[config.mk]
export PLATFORM = sky130hd
export DESIGN_NAME = i2s_rx_10xe_core
export DESIGN_NICKNAME = d
export VERILOG_FILES = /design/src/rtl/i2s_rx_10xe_core.sv
export SDC_FILE = /design/constraint.sdc
export NUM_CORES = 1
export LEC_CHECK = 0
export ABC_AREA = 0
export CORE_MARGIN = 2
export CORE_UTILIZATION = 58
export CTS_CLUSTER_DIAMETER = 150
export DETAILED_ROUTE_END_ITERATION = 8
export PLACE_DENSITY_LB_ADDON = 0.1
export SYNTH_ARGS = -nofsm -noshare
export SYNTH_HDL_FRONTEND = slang
export SYNTH_SLANG_ARGS = --single-unit
[constraint.sdc]
create_clock -name aud_mclk -period 2.2 [get_ports aud_mclk]
set_input_delay 0.33 -clock aud_mclk [delete_from_list [all_inputs] [get_ports aud_mclk]]
set_output_delay 0.33 -clock aud_mclk [all_outputs]
set_load 0.005 [all_outputs]
[src/rtl/i2s_rx_10xe_core.sv]
// i2s_rx_10xe_core: I2S master receiver producing left/right samples on an AXI-Stream FIFO output.
module i2s_rx_10xe_core #(
  parameter int AXI_STREAM_DATA_WIDTH = 32,
  parameter int AXI_STREAM_TID_WIDTH  = 3,
  parameter int SAMPLE_WIDTH          = 24,
  parameter int FIFO_DEPTH            = 4
) (
  input  logic                             aud_mclk,
  input  logic                             aud_mrstn,
  input  logic                             cfg_enable,
  input  logic [7:0]                       cfg_sclk_div,
  output logic                             sclk_out,
  output logic                             lrclk_out,
  input  logic                             sdata_in,
  output logic [AXI_STREAM_DATA_WIDTH-1:0] m_axis_aud_tdata,
  output logic [AXI_STREAM_TID_WIDTH-1:0]  m_axis_aud_tid,
  output logic                             m_axis_aud_tvalid,
  input  logic                             m_axis_aud_tready,
  input  logic                             ovf_clr,
  output logic                             overflow
);
  localparam int AW = $clog2(FIFO_DEPTH);
  logic [1:0] rs;
  logic rst_n;
  logic en_q, sclk, sclk_d, rise, fall, cap, push, pop, wr, empty, full;
  logic [7:0] div_q, cnt;
  logic [5:0] bitc;
  logic [4:0] p;
  logic [SAMPLE_WIDTH-1:0] sh, sh_n;
  logic [SAMPLE_WIDTH:0] mem [FIFO_DEPTH];
  logic [AW:0] wp, rp;
  always_ff @(posedge aud_mclk or negedge aud_mrstn)
    if (!aud_mrstn) rs <= 2'b00;
    else rs <= {rs[0], 1'b1};
  assign rst_n = rs[1];
  assign p = bitc[4:0];
  assign rise = sclk & ~sclk_d;
  assign fall = ~sclk & sclk_d;
  assign cap = rise && p >= 5'd1 && p <= 5'(SAMPLE_WIDTH);
  assign push = rise && p == 5'(SAMPLE_WIDTH);
  // Each slot position writes its own sample bit, so stale bits never survive a slot.
  always_comb
    for (int i = 0; i < SAMPLE_WIDTH; i++)
      sh_n[i] = (cap && p == 5'(SAMPLE_WIDTH - i)) ? sdata_in : sh[i];
  always_ff @(posedge aud_mclk or negedge rst_n)
    if (!rst_n) begin
      en_q   <= 1'b0;
      div_q  <= 8'd1;
      cnt    <= '0;
      sclk   <= 1'b0;
      sclk_d <= 1'b0;
      bitc   <= '0;
      sh     <= '0;
    end else begin
      en_q <= cfg_enable;
      if (cfg_enable && !en_q) div_q <= (cfg_sclk_div == 8'd0) ? 8'd1 : cfg_sclk_div;
      if (!cfg_enable || !en_q) begin
        cnt    <= '0;
        sclk   <= 1'b0;
        sclk_d <= 1'b0;
        bitc   <= '0;
        sh     <= '0;
      end else begin
        cnt    <= (cnt == div_q - 8'd1) ? 8'd0 : cnt + 8'd1;
        sclk   <= (cnt == div_q - 8'd1) ? ~sclk : sclk;
        sclk_d <= sclk;
        bitc   <= fall ? bitc + 6'd1 : bitc;
        sh     <= sh_n;
      end
    end
  assign sclk_out = sclk;
  assign lrclk_out = bitc[5];
  assign empty = wp == rp;
  assign full = (wp[AW] != rp[AW]) && (wp[AW-1:0] == rp[AW-1:0]);
  assign pop = !empty && m_axis_aud_tready;
  assign wr = push && (!full || pop);
  always_ff @(posedge aud_mclk)
    if (wr) mem[wp[AW-1:0]] <= {bitc[5], sh_n};
  always_ff @(posedge aud_mclk or negedge rst_n)
    if (!rst_n) begin
      wp       <= '0;
      rp       <= '0;
      overflow <= 1'b0;
    end else begin
      wp       <= wr ? wp + 1'b1 : wp;
      rp       <= pop ? rp + 1'b1 : rp;
      overflow <= (push && full && !pop) ? 1'b1 : ovf_clr ? 1'b0 : overflow;
    end
  always_comb begin
    m_axis_aud_tdata = '0;
    m_axis_aud_tid = '0;
    m_axis_aud_tvalid = !empty;
    if (!empty) begin
      m_axis_aud_tdata[SAMPLE_WIDTH-1:0] = mem[rp[AW-1:0]][SAMPLE_WIDTH-1:0];
      m_axis_aud_tid[0] = mem[rp[AW-1:0]][SAMPLE_WIDTH];
    end
  end
endmodule

==> results of run 1 <==
[Yosys cell counts, types with 2 or more instances]
cell type | count | area, um2
sky130_fd_sc_hd__a211oi_1 | 2 | 15.01
sky130_fd_sc_hd__a21oi_1 | 5 | 25.02
sky130_fd_sc_hd__and2_1 | 31 | 193.9
sky130_fd_sc_hd__and3_1 | 4 | 25.02
sky130_fd_sc_hd__buf_2 | 3 | 15.01
sky130_fd_sc_hd__buf_4 | 10 | 75.07
sky130_fd_sc_hd__clkbuf_1 | 13 | 48.80
sky130_fd_sc_hd__conb_1 | 2 | 7.510
sky130_fd_sc_hd__dfrtp_1 | 57 | 1426
sky130_fd_sc_hd__edfxtp_1 | 100 | 3003
sky130_fd_sc_hd__ha_1 | 12 | 150.1
sky130_fd_sc_hd__inv_1 | 11 | 41.29
sky130_fd_sc_hd__mux2_1 | 13 | 146.4
sky130_fd_sc_hd__mux2_2 | 19 | 214.0
sky130_fd_sc_hd__mux4_2 | 25 | 563.0
sky130_fd_sc_hd__nand2_1 | 27 | 101.4
sky130_fd_sc_hd__nand2b_1 | 5 | 31.28
sky130_fd_sc_hd__nand3_1 | 7 | 35.03
sky130_fd_sc_hd__nand4_1 | 3 | 18.77
sky130_fd_sc_hd__nor2_1 | 25 | 93.84
sky130_fd_sc_hd__nor2b_1 | 27 | 168.9
sky130_fd_sc_hd__nor3_1 | 7 | 35.03
sky130_fd_sc_hd__nor3b_1 | 2 | 15.01
sky130_fd_sc_hd__nor4_1 | 2 | 12.51
sky130_fd_sc_hd__o211ai_1 | 2 | 15.01
sky130_fd_sc_hd__o21ai_0 | 3 | 15.01
sky130_fd_sc_hd__o21ai_1 | 2 | 10.01
sky130_fd_sc_hd__or3_1 | 2 | 12.51
sky130_fd_sc_hd__xnor2_1 | 14 | 122.6
sky130_fd_sc_hd__xor2_1 | 11 | 96.34
[cell type report]
class                      count  area (um2)
sequential                   158        4458
timing repair buffer          87       978.4
clock inverter                12       87.58
fill                         729        2899
inverter                      11       41.29
multi-input combinational    274        2416
tap                          143       178.9
clock buffer                  20       456.7
[per-stage QoR]
step | util (%) | TNS, ns | total power, mW
final | 74.83 | -0.4798 | 8.511
after detailed placement | 67.04 | 0 | 5.168
after global placement | 67.04 | 0 | 5.130
after CTS | 74.04 | -2.002 | 8.422
after floorplan | - | 0 | 4.335
after global routing | 74.83 | -1.489 | 8.852
[per-layer routing]
metal	vias to the layer above	share of wire (%)
met2	92	53
met1	2043	41
met5	-	0
met4	0	2.1
li1	1831	-
met3	23	4.4
[how the worst max path moves through the flow]
| stage | start | end | slack, ns |
|---|---|---|---|
| after floorplan | bitc[0] | mem[3][0] | 0.06 |
| after global placement | rp[0] | m_axis_aud_tdata[20] | 0.12 |
| after detailed placement | rp[0] | m_axis_aud_tdata[16] | 0.10 |
| after CTS | rp[0] | m_axis_aud_tdata[9] | -0.14 |
| after global routing | rp[0] | m_axis_aud_tdata[0] | -0.11 |
| final | rp[0] | m_axis_aud_tdata[7] | -0.05 |
[cell families after synthesis]
kind of cell             count (synthesis)  share of synthesized area, %
XOR/XNOR                                25                         3.170
AND/OR/NAND/NOR                        148                         11.72
other                                    2                        0.1087
adder cells (fa/ha/maj)                 12                         2.174
multiplexers                            57                         13.37
flip-flops                             158                         64.51
AO/OA/AOI/OAI                           21                         2.101
buffers and inverters                   39                         2.844
[flip-flops by register name, indices dropped and copies added (netlist names)]
register / flops
cnt: 8
sh: 24
rs: 2
sclk_out: 1
div_q: 8
bitc: 6
en_q: 1
rp: 3
mem: 100
wp: 3
overflow: 1
sclk_d: 1
[power groups by stage]
stage | sequential [mW] | clock, mW | combinational [mW]
2_1_floorplan | 3.31 | 0 | 1.03
3_3_place_gp | 3.34 | 0 | 1.79
3_5_place_dp | 3.34 | 0 | 1.83
4_1_cts | 3.29 | 2.70 | 2.43
5_1_grt | 3.31 | 2.82 | 2.73
6_report | 3.30 | 2.65 | 2.56
[repair_timing]
action / 4_1_cts / 5_1_grt
cloned: 3 / 1
buffers inserted: 15 / 4
setup endpoints to repair: 26 / 53
gates resized for setup: 144 / 31
pin swaps: 27 / 7
==> metrics.csv, run 1 <==
stage;metric;value;unit
yosys;post_synthesis_area_per_instance;14.95;um2
timing;finalCriticalPeriod;2.251;ns
finish;diode_insertion_count_for_antenna_repair;0;
finish;final-instance-count-excl-fill;705;
global_route;grt_antenna_before_repair;0;
yosys;synth.cell_area;0.006907;mm2
global_route;first_pass_grt_wire_length;21690;um
cts;cts_max_level;4;
timing;layout_worst_path_cycle_share;102.3;%
pwr;cell_internal_pwr;6.323;mW
critical_path;reg2reg_from;rp[0];
cts;clock_sink_count;158;
pwr;vdd_ir_drop_max;0.5943;mV
drt;vias_per_cell;5.658;
critical_path;start_kind;register;
critical_path;slowest_delay;0.49;ns
yosys;post_synth_inst_count;462;
yosys;asyncSetResetFlopFracSynth;36.71;%
global_route;grt_util_met1;27.95;%
yosys;synth-edff-count;100;
timing;slew_violations;0;
critical_path;criticalPathCategory;reg -> out;
pwr;pwr_density_cell;987.7;mW/mm2
drt;post-route-drc-count;4;
yosys;synth-main-ff-cell;sky130_fd_sc_hd__edfxtp_1;
hold_path;hold_path_class;in -> async;
critical_path;critPathSlowestCell;sky130_fd_sc_hd__mux4_2;
critical_path;timing.reg2reg.setup_slack;0.10;ns
timing;postLayoutSetupSlackWorst;-0.05083;ns
timing;slew_headroom;60.33;%
placement;pre_cts_slack;0.1014;ns
yosys;synthDistinctLibCells;46;
placement;place_congestion;0.8239;
finish;number_of_nets_at_the_end_of_the_flow;575;
drt;via_count;3989;
yosys;synth_seq_cells;158;
cts;tritoncts.num_buffers;17;
die;io_count;53;
cts;clk_latency;0.42;ns
die;floorplan.die_area;0.01280;mm2
die;placementRows;39;
critical_path;endpoint_of_the_worst_register_to_register_path;wp[2];
yosys;synth-warning-count;0;
timing;clock.fmax;444.3;MHz
critical_path;critical_path.max_fanout;5;
die;die_width;113.1;um
pwr;share_of_total_power_in_sequential_cells;38.8;%
placement;placed_cells;655;
cts;clk_transition_reported_paths;0.06;ns
global_route;use_met3;5.892;%
die;start_util;59.97;%
critical_path;critical_path.n_buffers_inverters;3;
critical_path;critical_path_arrival;1.92;ns
finish;mostFrequentLayoutCell;sky130_fd_sc_hd__edfxtp_1;
drt;dr_pass1_iterations;6;
cts;cts_root_buffer;sky130_fd_sc_hd__clkbuf_16;
timing;final_report_hold_violation_count;0;
drt;drt-total-wl;13620;um
outcome;status;complete, but fails checks;
die;coreArea;0.01152;mm2
cts;cts_tree;built;
placement;hpwl_reported_at_the_end_of_detailed_placement;8542;um
placement;detailed_place.area;0.007720;mm2
global_route;grt_start_max_net_pins;27;
flow_run;max-cap-violations;0;
drt;detail_route.wl_per_cell;19.32;um
global_route;first_global_vias;4248;
timing;hold_ws;0.06818;ns
pwr;combinational_share_of_power;30.1;%
finish;layout-drive-gt1-share;32.92;%
drt;first_iter_violations;317;
yosys;synth_seq_area_share;64.51;%
critical_path;crit_path_cell_trace;buf_6, buf_6, mux4_2, and2_4, buf_6;
critical_path;worst-r2r-cell-count;10;
critical_path;critPathRequiredTime;1.87;ns
placement;numPortBuffers;42;
timing;timing.clock.skew;0.007682;ns
critical_path;cpLargestDelayFamily;multiplexers;
global_route;grt.met2_usage;39.60;%
finish;layout.cells.most_common_list;sky130_fd_sc_hd__edfxtp_1, sky130_fd_sc_hd__dfrtp_1, sky130_fd_sc_hd__buf_6;
cts;hold_buffers;0;
timing;max_slew.worst_pin.slew;0.5950;ns
outcome;violations_in_the_final_reports;design-rule violations, negative setup slack;
finish;final_area;0.008617;mm2
critical_path;worst_path_most_repeated_cell;sky130_fd_sc_hd__buf_6;
pwr;switching_share;25.70;%
pwr;clock_power_share;31.1;%
timing;grt_setup_unrepaired;yes;
finish;area_delta_synth_final;24.76;%
pwr;power.leakage;3.356;nW
timing;setup_viol;13;
global_route;grt_util_all_layers;22.96;%
critical_path;path_depth;5;
global_route;gr-total-overflow;0;
cts;clock_tree.buffer_depth;2;
global_route;grt-busiest-layer;met2;
drt;route.antenna.remaining_nets;0;
pwr;power.switching;2.187;mW
die;chipHeight;113.1;um
critical_path;worst_setup_path_end_kind;output port;
(Power assumes the default switching activity.)
==> run 2: changes to the inputs <==
--- a/config.mk
+++ b/config.mk
@@ -5,11 +5,11 @@
 export SDC_FILE = /design/constraint.sdc
 export NUM_CORES = 1
 export LEC_CHECK = 0
-export ABC_AREA = 0
 export CORE_MARGIN = 2
 export CORE_UTILIZATION = 58
 export CTS_CLUSTER_DIAMETER = 150
 export DETAILED_ROUTE_END_ITERATION = 8
+export MAX_ROUTING_LAYER = met4
 export PLACE_DENSITY_LB_ADDON = 0.1
 export SYNTH_ARGS = -nofsm -noshare
 export SYNTH_HDL_FRONTEND = slang
==> run 2 against run 1 <==
  * The run still ends with design-rule violations, negative setup slack left
  * Worst setup slack gained 0.0012 ns
  * First-iteration DRC count fell by 10%
  * Power hardly changed
  * Non-clock buffer count unchanged
  * Register-to-register slack barely moved
  * Cell area hardly changed
  * Global-route usage up 0.74 points
  * Clock skew down 0.0011 ns
  * Count of clock-buffer cells in the layout stayed put
  * Die area stayed put
  * Final cell count did not move
  * Worst hold slack better by 0.0011 ns
  * Critical path type unchanged
  * Critical endpoint unchanged
  * Highest routed layer unchanged
==> metrics.csv, run 2 (synthesized netlist as in run 1, its figures left out) <==
stage;metric;value;unit;change
global_route;first_global_vias;4253;;+0.12%
drt;dr_pass1_iterations;6;;unchanged
cts;cts_root_buffer;sky130_fd_sc_hd__clkbuf_16;;
drt;wl_met1;5436;um;-2.2%
drt;highest_layer;met4;;
die;io_count;53;;unchanged
drt;first_iter_violations;285;;-10%
global_route;grt_antenna_before_repair;0;;unchanged
timing;slew_headroom;60.45;%;+0.12 points
outcome;violations_in_the_final_reports;design-rule violations, negative setup slack;;
global_route;first_pass_grt_wire_length;21700;um;about the same
critical_path;criticalPathCategory;reg -> out;;
flow_run;max-cap-violations;0;;unchanged
drt;post-route-drc-count;4;;unchanged
finish;final_area;0.008621;mm2;about the same
critical_path;critical_path_arrival;1.92;ns;about the same
global_route;grt_start_max_net_pins;27;;unchanged
finish;area_delta_synth_final;24.82;%;about the same
critical_path;critPathRequiredTime;1.87;ns;about the same
timing;timing.clock.skew;0.006613;ns;-0.001069 ns
critical_path;start_kind;register;;
cts;hold_buffers;0;;unchanged
global_route;grt_util_all_layers;23.71;%;+0.74 points
die;coreArea;0.01152;mm2;unchanged
pwr;pwr_density_cell;987.3;mW/mm2;about the same
timing;postLayoutSetupSlackWorst;-0.04965;ns;+0.001180 ns
cts;cts_max_level;4;;unchanged
timing;final_report_hold_violation_count;0;;unchanged
drt;route.antenna.remaining_nets;0;;unchanged
die;chipHeight;113.1;um;unchanged
timing;clock.fmax;444.5;MHz;about the same
die;floorplan.die_area;0.01280;mm2;unchanged
placement;place_congestion;0.8363;;+1.5%
finish;number_of_nets_at_the_end_of_the_flow;575;;unchanged
pwr;power.leakage;3.358;nW;about the same
drt;vias_per_cell;5.616;;-0.75%
cts;clock_tree.buffer_depth;2;;unchanged
cts;clock_sink_count;158;;unchanged
critical_path;worst-r2r-cell-count;10;;unchanged
drt;detail_route.wl_per_cell;19.26;um;-0.35%
cts;cts_tree;built;;
timing;slew_violations;0;;unchanged
pwr;vdd_ir_drop_max;0.5927;mV;-0.28%
finish;fillCellCount;727;;-0.27%
finish;mostFrequentLayoutCell;sky130_fd_sc_hd__edfxtp_1;;
global_route;gr-total-overflow;0;;unchanged
critical_path;critical_path.startpoint;rp[0];;
placement;hpwl_reported_at_the_end_of_detailed_placement;8542;um;unchanged
drt;drt-total-wl;13580;um;-0.35%
finish;layout-drive-gt1-share;32.92;%;unchanged
die;placementRows;39;;unchanged
die;die_width;113.1;um;unchanged
critical_path;reg2reg_from;rp[0];;
critical_path;worst_setup_path_end_kind;output port;;
hold_path;hold_path_class;in -> async;;
placement;pre_cts_slack;0.1014;ns;unchanged
die;start_util;59.97;%;unchanged
timing;finalCriticalPeriod;2.250;ns;-0.001179 ns
finish;diode_insertion_count_for_antenna_repair;0;;unchanged
outcome;status;complete, but fails checks;;
finish;layout.cells.most_common_list;sky130_fd_sc_hd__edfxtp_1, sky130_fd_sc_hd__dfrtp_1, sky130_fd_sc_hd__buf_6;;
critical_path;critPathSlowestCell;sky130_fd_sc_hd__mux4_2;;
critical_path;worst_path_most_repeated_cell;sky130_fd_sc_hd__buf_6;;
cts;clk_transition_reported_paths;0.06;ns;about the same
timing;layout_worst_path_cycle_share;102.3;%;about the same
finish;final_core_util;74.86;%;about the same
cts;tritoncts.num_buffers;17;;unchanged
drt;met2RoutedLength;7199;um;+0.39%
timing;setup_viol;13;;unchanged
timing;grt_setup_unrepaired;yes;;
critical_path;critical_path.max_fanout;5;;unchanged
critical_path;crit_path_cell_trace;buf_6, buf_6, mux4_2, and2_4, buf_6;;
finish;largest_reg_flops;100;;unchanged
drt;via_count;3959;;-0.75%
drt;route.met3.wl;720;um;+19%
cts;clk_latency;0.42;ns;about the same
critical_path;slowest_delay;0.49;ns;about the same
placement;detailed_place.area;0.007720;mm2;unchanged
placement;numPortBuffers;42;;unchanged
timing;max_slew.worst_pin.slew;0.5932;ns;-0.001826 ns
run 2: power breakdown:
group | switching [mW] | internal (mW) | total, mW
sequential | 0.107 | 3.19 | 3.30
combinational | 0.934 | 1.63 | 2.57
clock | 1.14 | 1.50 | 2.64
total | 2.18 | 6.33 | 8.51
run 2: stage by stage:
stage | total power, mW | instances | setup TNS, ns | hold slack, ns
global placement | 5.130 | 655 | 0 | 0.2767
finish | 8.511 | 705 | -0.4629 | 0.06932
detailed placement | 5.168 | 655 | 0 | 0.2926
floorplan | 4.335 | 471 | 0 | 0.03441
CTS | 8.422 | 705 | -2.002 | 0.05233
global route | 8.858 | 705 | -1.485 | 0.05860
run 2: critical path: cells and delay by family, from the launching register on:
family                 cells  cell delay, ns
buffers and inverters      3            0.40
AND/OR/NAND/NOR            1            0.16
multiplexers               1            0.49
flip-flops                 1            0.45
run 2: final timing paths:
check | endpoint | slack, ns
min | rs[0] | 0.07
max | m_axis_aud_tdata[7] | -0.05
min reg2reg | sh[13] | 0.27
max reg2reg | wp[2] | 0.10
min in group aud_mclk | rs[1] | 0.36
max in group asynchronous | div_q[0] | 1.22
run 2: final cells by class:
class	count	area [um2]	area share (%)
Multi-Input combinational cell	274	2416	28.03
Tap cell	143	178.9	2.075
Inverter	11	41.29	0.4790
Sequential cell	158	4458	51.71
Timing Repair Buffer	87	982.2	11.39
Clock inverter	12	87.58	1.016
Clock buffer	20	456.7	5.298
run 2: per-layer routing:
layer | global-route usage, % | vias up
li1 | - | 1829
met1 | 28.14 | 1993
met2 | 39.60 | 117
met3 | 5.785 | 20
met4 | 8.943 | 0
met5 | - | -
run 2: repair_timing:
item                       CTS  global route
pin swaps                   27             7
setup endpoints to repair   26            54
resized for setup          144            32
cloned                       3             1
buffers inserted            15             4
==> patch 1, RTL diff (flow settings as in run 1) <==
Make the reset (`aud_mrstn` and `rst_n`) synchronous in 3 clocked blocks.
--- a/src/rtl/i2s_rx_10xe_core.sv
+++ b/src/rtl/i2s_rx_10xe_core.sv
@@ -30,5 +30,5 @@
   logic [SAMPLE_WIDTH:0] mem [FIFO_DEPTH];
   logic [AW:0] wp, rp;
-  always_ff @(posedge aud_mclk or negedge aud_mrstn)
+  always_ff @(posedge aud_mclk)
     if (!aud_mrstn) rs <= 2'b00;
     else rs <= {rs[0], 1'b1};
@@ -43,5 +43,5 @@
     for (int i = 0; i < SAMPLE_WIDTH; i++)
       sh_n[i] = (cap && p == 5'(SAMPLE_WIDTH - i)) ? sdata_in : sh[i];
-  always_ff @(posedge aud_mclk or negedge rst_n)
+  always_ff @(posedge aud_mclk)
     if (!rst_n) begin
       en_q   <= 1'b0;
@@ -77,5 +77,5 @@
   always_ff @(posedge aud_mclk)
     if (wr) mem[wp[AW-1:0]] <= {bitc[5], sh_n};
-  always_ff @(posedge aud_mclk or negedge rst_n)
+  always_ff @(posedge aud_mclk)
     if (!rst_n) begin
       wp       <= '0;
Formal check against the unedited RTL: differs if aud_mrstn is asserted again (counterexample within 10 cycles, from zero or initial values and one cycle with aud_mrstn low); with aud_mrstn held inactive, the same outputs for 10 cycles.
==> patch 1 against run 1 <==
The flow finishes with violations (setup timing). Sequential cell count is 2 higher. Critical path depth is 1 higher. Area after synthesis is 2.4% lower. Cell area is 2.6% lower. Setup slack better by 0.048 ns. Wire length is 7.0% lower. Critical path type unchanged. Highest routed layer unchanged.
Power is not compared: it rests on default switching activity, and its combinational part moved more than twofold at a synthesized area within 25%.
==> patch 1: results (changes against run 1) <==
run status: complete, but fails checks
failing checks: setup timing
Clock Latency Late Sink: 0.41 ns
Post-synth top cells: edfxtp_1, dfxtp_1, and2_1, nand2_1, mux4_2
port buffer count: 42 (unchanged)
final worst setup slack: -0.002848 ns (+0.04799 ns)
Area contributors post-synth: edfxtp_1, dfxtp_1, mux4_2
slowest CP cell: or3_4
clock buffer depth: 2 (unchanged)
internal reg-to-reg setup slack: 0.07 ns (-0.03 ns)
fraction of layout cells with a size suffix above 1: 0.3068 (-0.02242)
Main synth FF type: edfxtp_1
initial antenna violation count: 0 (unchanged)
iteration count of the initial detailed-routing pass: 4 (-2)
DRT iter0 DRCs: 145 (-54%)
post-synthesis xor/xnor area fraction: 0.03768 (+0.005980)
Post-Synth Adder-Cell Area: 0.02228 (+0.0005367)
H-tree lvl count: 4 (unchanged)
placed cells: 667 (+1.8%)
FF-to-FF path depth: 5 (-5)
Leakage: 3.142 nW
Netlist cell types: 45 (-2.2%)
n_diodes: 0 (unchanged)
Largest register FFs: 100 (unchanged)
setup violators final: 1 (-12)
clk slew on worst S/H paths: 0.06 ns (about the same)
first-pass GRT wire length: 20560 um (-5.2%)
Worst R2R Start: div_q[3]
Layout Skew: 0.009686 ns (+0.002004 ns)
Reg-to-Reg End: sclk_out
Crit Path Max Fanout: 8 (+3)
crit path capture: m_axis_aud_tdata[3]
worst path arrival time: 1.87 ns (-0.05 ns)
Synth Area in Compound Gates: 0.02135 (+0.0003332)
Post-synth EDFFs: 100 (unchanged)
async set-reset flop share out of synthesis: 0 (-0.3671)
clock root buffer: clkbuf_16
internal power: 5.128 mW
post-synthesis sequential area ratio: 0.6237 (-0.02138)
HP Class: in2reg
post-synthesis mux area share: 0.1268 (-0.006909)
DR vias: 3911 (-2.0%)
fin nets: 590 (+2.6%)
Critical Path Max Stage Delay: 0.44 ns (-0.05 ns)
RePlAce Congestion: 0.7722 (-6.3%)
Post-DP HPWL: 7835 um (-8.3%)
number of global-route vias before repair: 3971 (-6.5%)
Routed WL per cell: 17.59 um (-9.0%)
Syn Area/Cell: 13.98 um2 (-6.5%)
largest net degree at the start of global routing: 26 (-3.7%)
Synth warnings: 0 (unchanged)
Filler cells: 749 (+2.7%)
worst setup path startpoint: wp[0]
TritonCTS Buffers: 17 (unchanged)
maximum vdd drop: 0.3987 mV
post-route non-filler standard cell count: 720 (+2.1%)
Worst-Margin Slew: 0.5198 ns (-0.07519 ns)
Tot GR Track Use: 0.2170 (-0.01259)
patch 1: repair_timing:
action,in CTS,in global routing
endpoints found under the hold margin,0,0
cloned,3,0
gates resized for setup,127,40
setup buffers,18,3
pin swaps,15,10
endpoints found under the setup margin,26,33
patch 1: critical path: cells and delay by family (launching register included):
| family | cells | cell delay [ns] |
|---|---|---|
| buffers and inverters | 3 | 0.40 |
| xor gates and xnor gates | 1 | 0.15 |
| DFF | 1 | 0.34 |
| and+or+nand+nor | 2 | 0.57 |
patch 1: routing by layer:
layer	global-route usage	share of wire
met1	0.2727	0.43
met5	0	0
met2	0.3770	0.53
met4	0.07243	0.010
met3	0.04627	0.030
patch 1: power groups by stage:
stage	Sequential (mW)	Combinational (mW)	Clock [mW]
final	3.17	0.0985	3.03
after global routing	3.17	0.109	3.20
after CTS	3.17	0.0948	3.07
after detailed placement	3.23	0.0942	0
after global placement	3.23	0.0902	0
after floorplan	3.23	0.0706	0
patch 1: cell families after synthesis:
kind of cell               count (synthesis)
buffers and inverters                     40
AOI/OAI and AO/OA                         17
DFF                                      160
and+or+nand+nor                          172
muxes                                     51
other                                      1
adders and majority gates                 12
xor gates and xnor gates                  29
patch 1: final cells by class:
cell class	instances	area, um2	share of cell area
clock buffer	21	450.4	0.05365
clock inverter	11	165.2	0.01967
inverter	9	33.78	0.004024
multi-input combinational	291	2464	0.2934
sequential	160	4212	0.5016
tap	143	178.9	0.02131
timing repair buffer	85	892.1	0.1063
patch 1: worst min-delay path by stage:
stage | cells past startpoint | from | endpoint | slack, ns
2_1_floorplan | 0 | aud_mrstn | rs[0] | 0.36
3_3_place_gp | 1 | rs[0] | rs[1] | 0.41
3_5_place_dp | 1 | rs[0] | rs[1] | 0.43
4_1_cts | 1 | aud_mrstn | rs[0] | 0.37
5_1_grt | 1 | aud_mrstn | rs[0] | 0.39
6_report | 1 | aud_mrstn | rs[0] | 0.39
patch 1: stage by stage:
step	area, um2	TNS [ns]	setup slack [ns]	utilization
floorplan	6775	0	0.01108	-
global placement	7460	0	0.1047	0.6561
detailed placement	7460	0	0.05752	0.6561
CTS	8309	-0.4150	-0.06463	0.7308
global route	8396	-0.7343	-0.05631	0.7384
finish	8396	-0.002848	-0.002848	0.7384
==> patch 2, RTL diff (settings of run 1) <==
Without the edit above. The parameter `AXI_STREAM_TID_WIDTH` goes from 3 to 5.
--- a/src/rtl/i2s_rx_10xe_core.sv
+++ b/src/rtl/i2s_rx_10xe_core.sv
@@ -2,5 +2,5 @@
 module i2s_rx_10xe_core #(
   parameter int AXI_STREAM_DATA_WIDTH = 32,
-  parameter int AXI_STREAM_TID_WIDTH  = 3,
+  parameter int AXI_STREAM_TID_WIDTH  = 5,
   parameter int SAMPLE_WIDTH          = 24,
   parameter int FIFO_DEPTH            = 4
Ports: changed (resized m_axis_aud_tid); port bits go from 53 to 55. The function was not compared with the original's and may differ.
==> patch 2 against run 1 <==
The run still ends with DRC, setup timing left. Sequential cell count unchanged. Area after synthesis up 0.22%. Wire length decreased by 2.5%. First-iteration DRC count fell by 30%. Critical path depth rose by 1. Cell area is 1.2% lower. Total power is 0.38% higher. Setup slack got worse by 0.032 ns. Critical path type unchanged. Critical endpoint is now m_axis_aud_tdata[16]. Largest power group unchanged.
==> patch 2: results (changes against run 1) <==
run status: complete, but fails checks
failing checks: DRC, setup timing
clk cell area share: 0.07332 (+0.01016)
post-synthesis mux area share: 0.1334 (-0.0002900)
Syn Area/Cell: 14.92 um2 (-0.21%)
DR vias/cell: 5.592 (-1.2%)
fin nets: 571 (-0.70%)
Setup Buffers After CTS: 0 (-15)
Post-DP HPWL: 8573 um (+0.36%)
fraction of layout cells with a size suffix above 1: 0.3065 (-0.02273)
Filler cells: 757 (+3.8%)
drt drc: 5 (+1)
buffering overhead: 0.09815 (-0.01540)
dpl cell area: 7730 um2 (+0.13%)
DRT iter0 DRCs: 221 (-30%)
Crit Path Max Fanout: 6 (+1)
slew margin rel.: 0.5676 (-0.03572)
maximum vdd drop: 0.4664 mV (-22%)
Clock Latency Late Sink: 0.42 ns (about the same)
number of global-route vias before repair: 4121 (-3.0%)
Buffers, non-clock: 81 (-6.9%)
multi-input combinational area share: 0.2792 (-0.001218)
Flop pwr share: 0.385 (-0.003)
Tot GR Track Use: 0.2166 (-0.01302)
GR Util met3: 0.05303 (-0.005892)
WL final: 13290 um (-2.5%)
setup violators final: 6 (-7)
placed cells: 654 (-0.15%)
met1 track demand over resource: 0.2639 (-0.01564)
final worst setup slack: -0.08236 ns (-0.03153 ns)
Area contributors post-synth: edfxtp_1, dfrtp_1, mux4_2
Post-CTS Resized: 66 (-54%)
Power Combinational: 2.21 mW (-14%)
Net Switching: 2.095 mW (-4.2%)
Layout Skew: 0.006548 ns (-0.001134 ns)
number of multi-input combinational cells: 276 (+0.73%)
first-pass GRT wire length: 20710 um (-4.5%)
Worst-Margin Slew: 0.6486 ns (+0.05358 ns)
post-synthesis xor/xnor area fraction: 0.03163 (-0.00006877)
RePlAce Congestion: 0.8685 (+5.4%)
PwrDens: 1003 nW/um2 (+1.6%)
[patch 2: changes by cell type in the layout (fill, tap and decap cells not counted), sizes merged, moves of 2 or more]
cell,run 1,this run
clkinvlp,5,3
clkbuf,22,40
buf,68,42
bufinv,0,4
inv,13,11
conb,11,13
[patch 2: path summary, 6_finish.rpt]
path,start,to,slack (ns),depth (start not counted)
max in group asynchronous,rs[1],rp[0],1.30,1
min in group aud_mclk,rs[0],rs[1],0.36,0
worst max register to register,div_q[0],sclk_out,0.10,7
worst min register to register,rs[1],div_q[6],0.30,0
worst max-delay path,rp[0],m_axis_aud_tdata[16],-0.08,6
worst min-delay path,aud_mrstn,rs[0],0.07,1
[patch 2: stage by stage]
stage	utilization	TNS, ns
global placement	0.6712	0
floorplan	-	0
detailed placement	0.6712	0
finish	0.7395	-0.1552
global route	0.7395	-1.415
CTS	0.7271	-1.166
[patch 2: layer usage]
metal  vias to the layer above  wire length, um
li1                       1818                -
met1                      1995             5537
met2                        92             7102
met3                        15              494
met4                         0              153
met5                         -                0
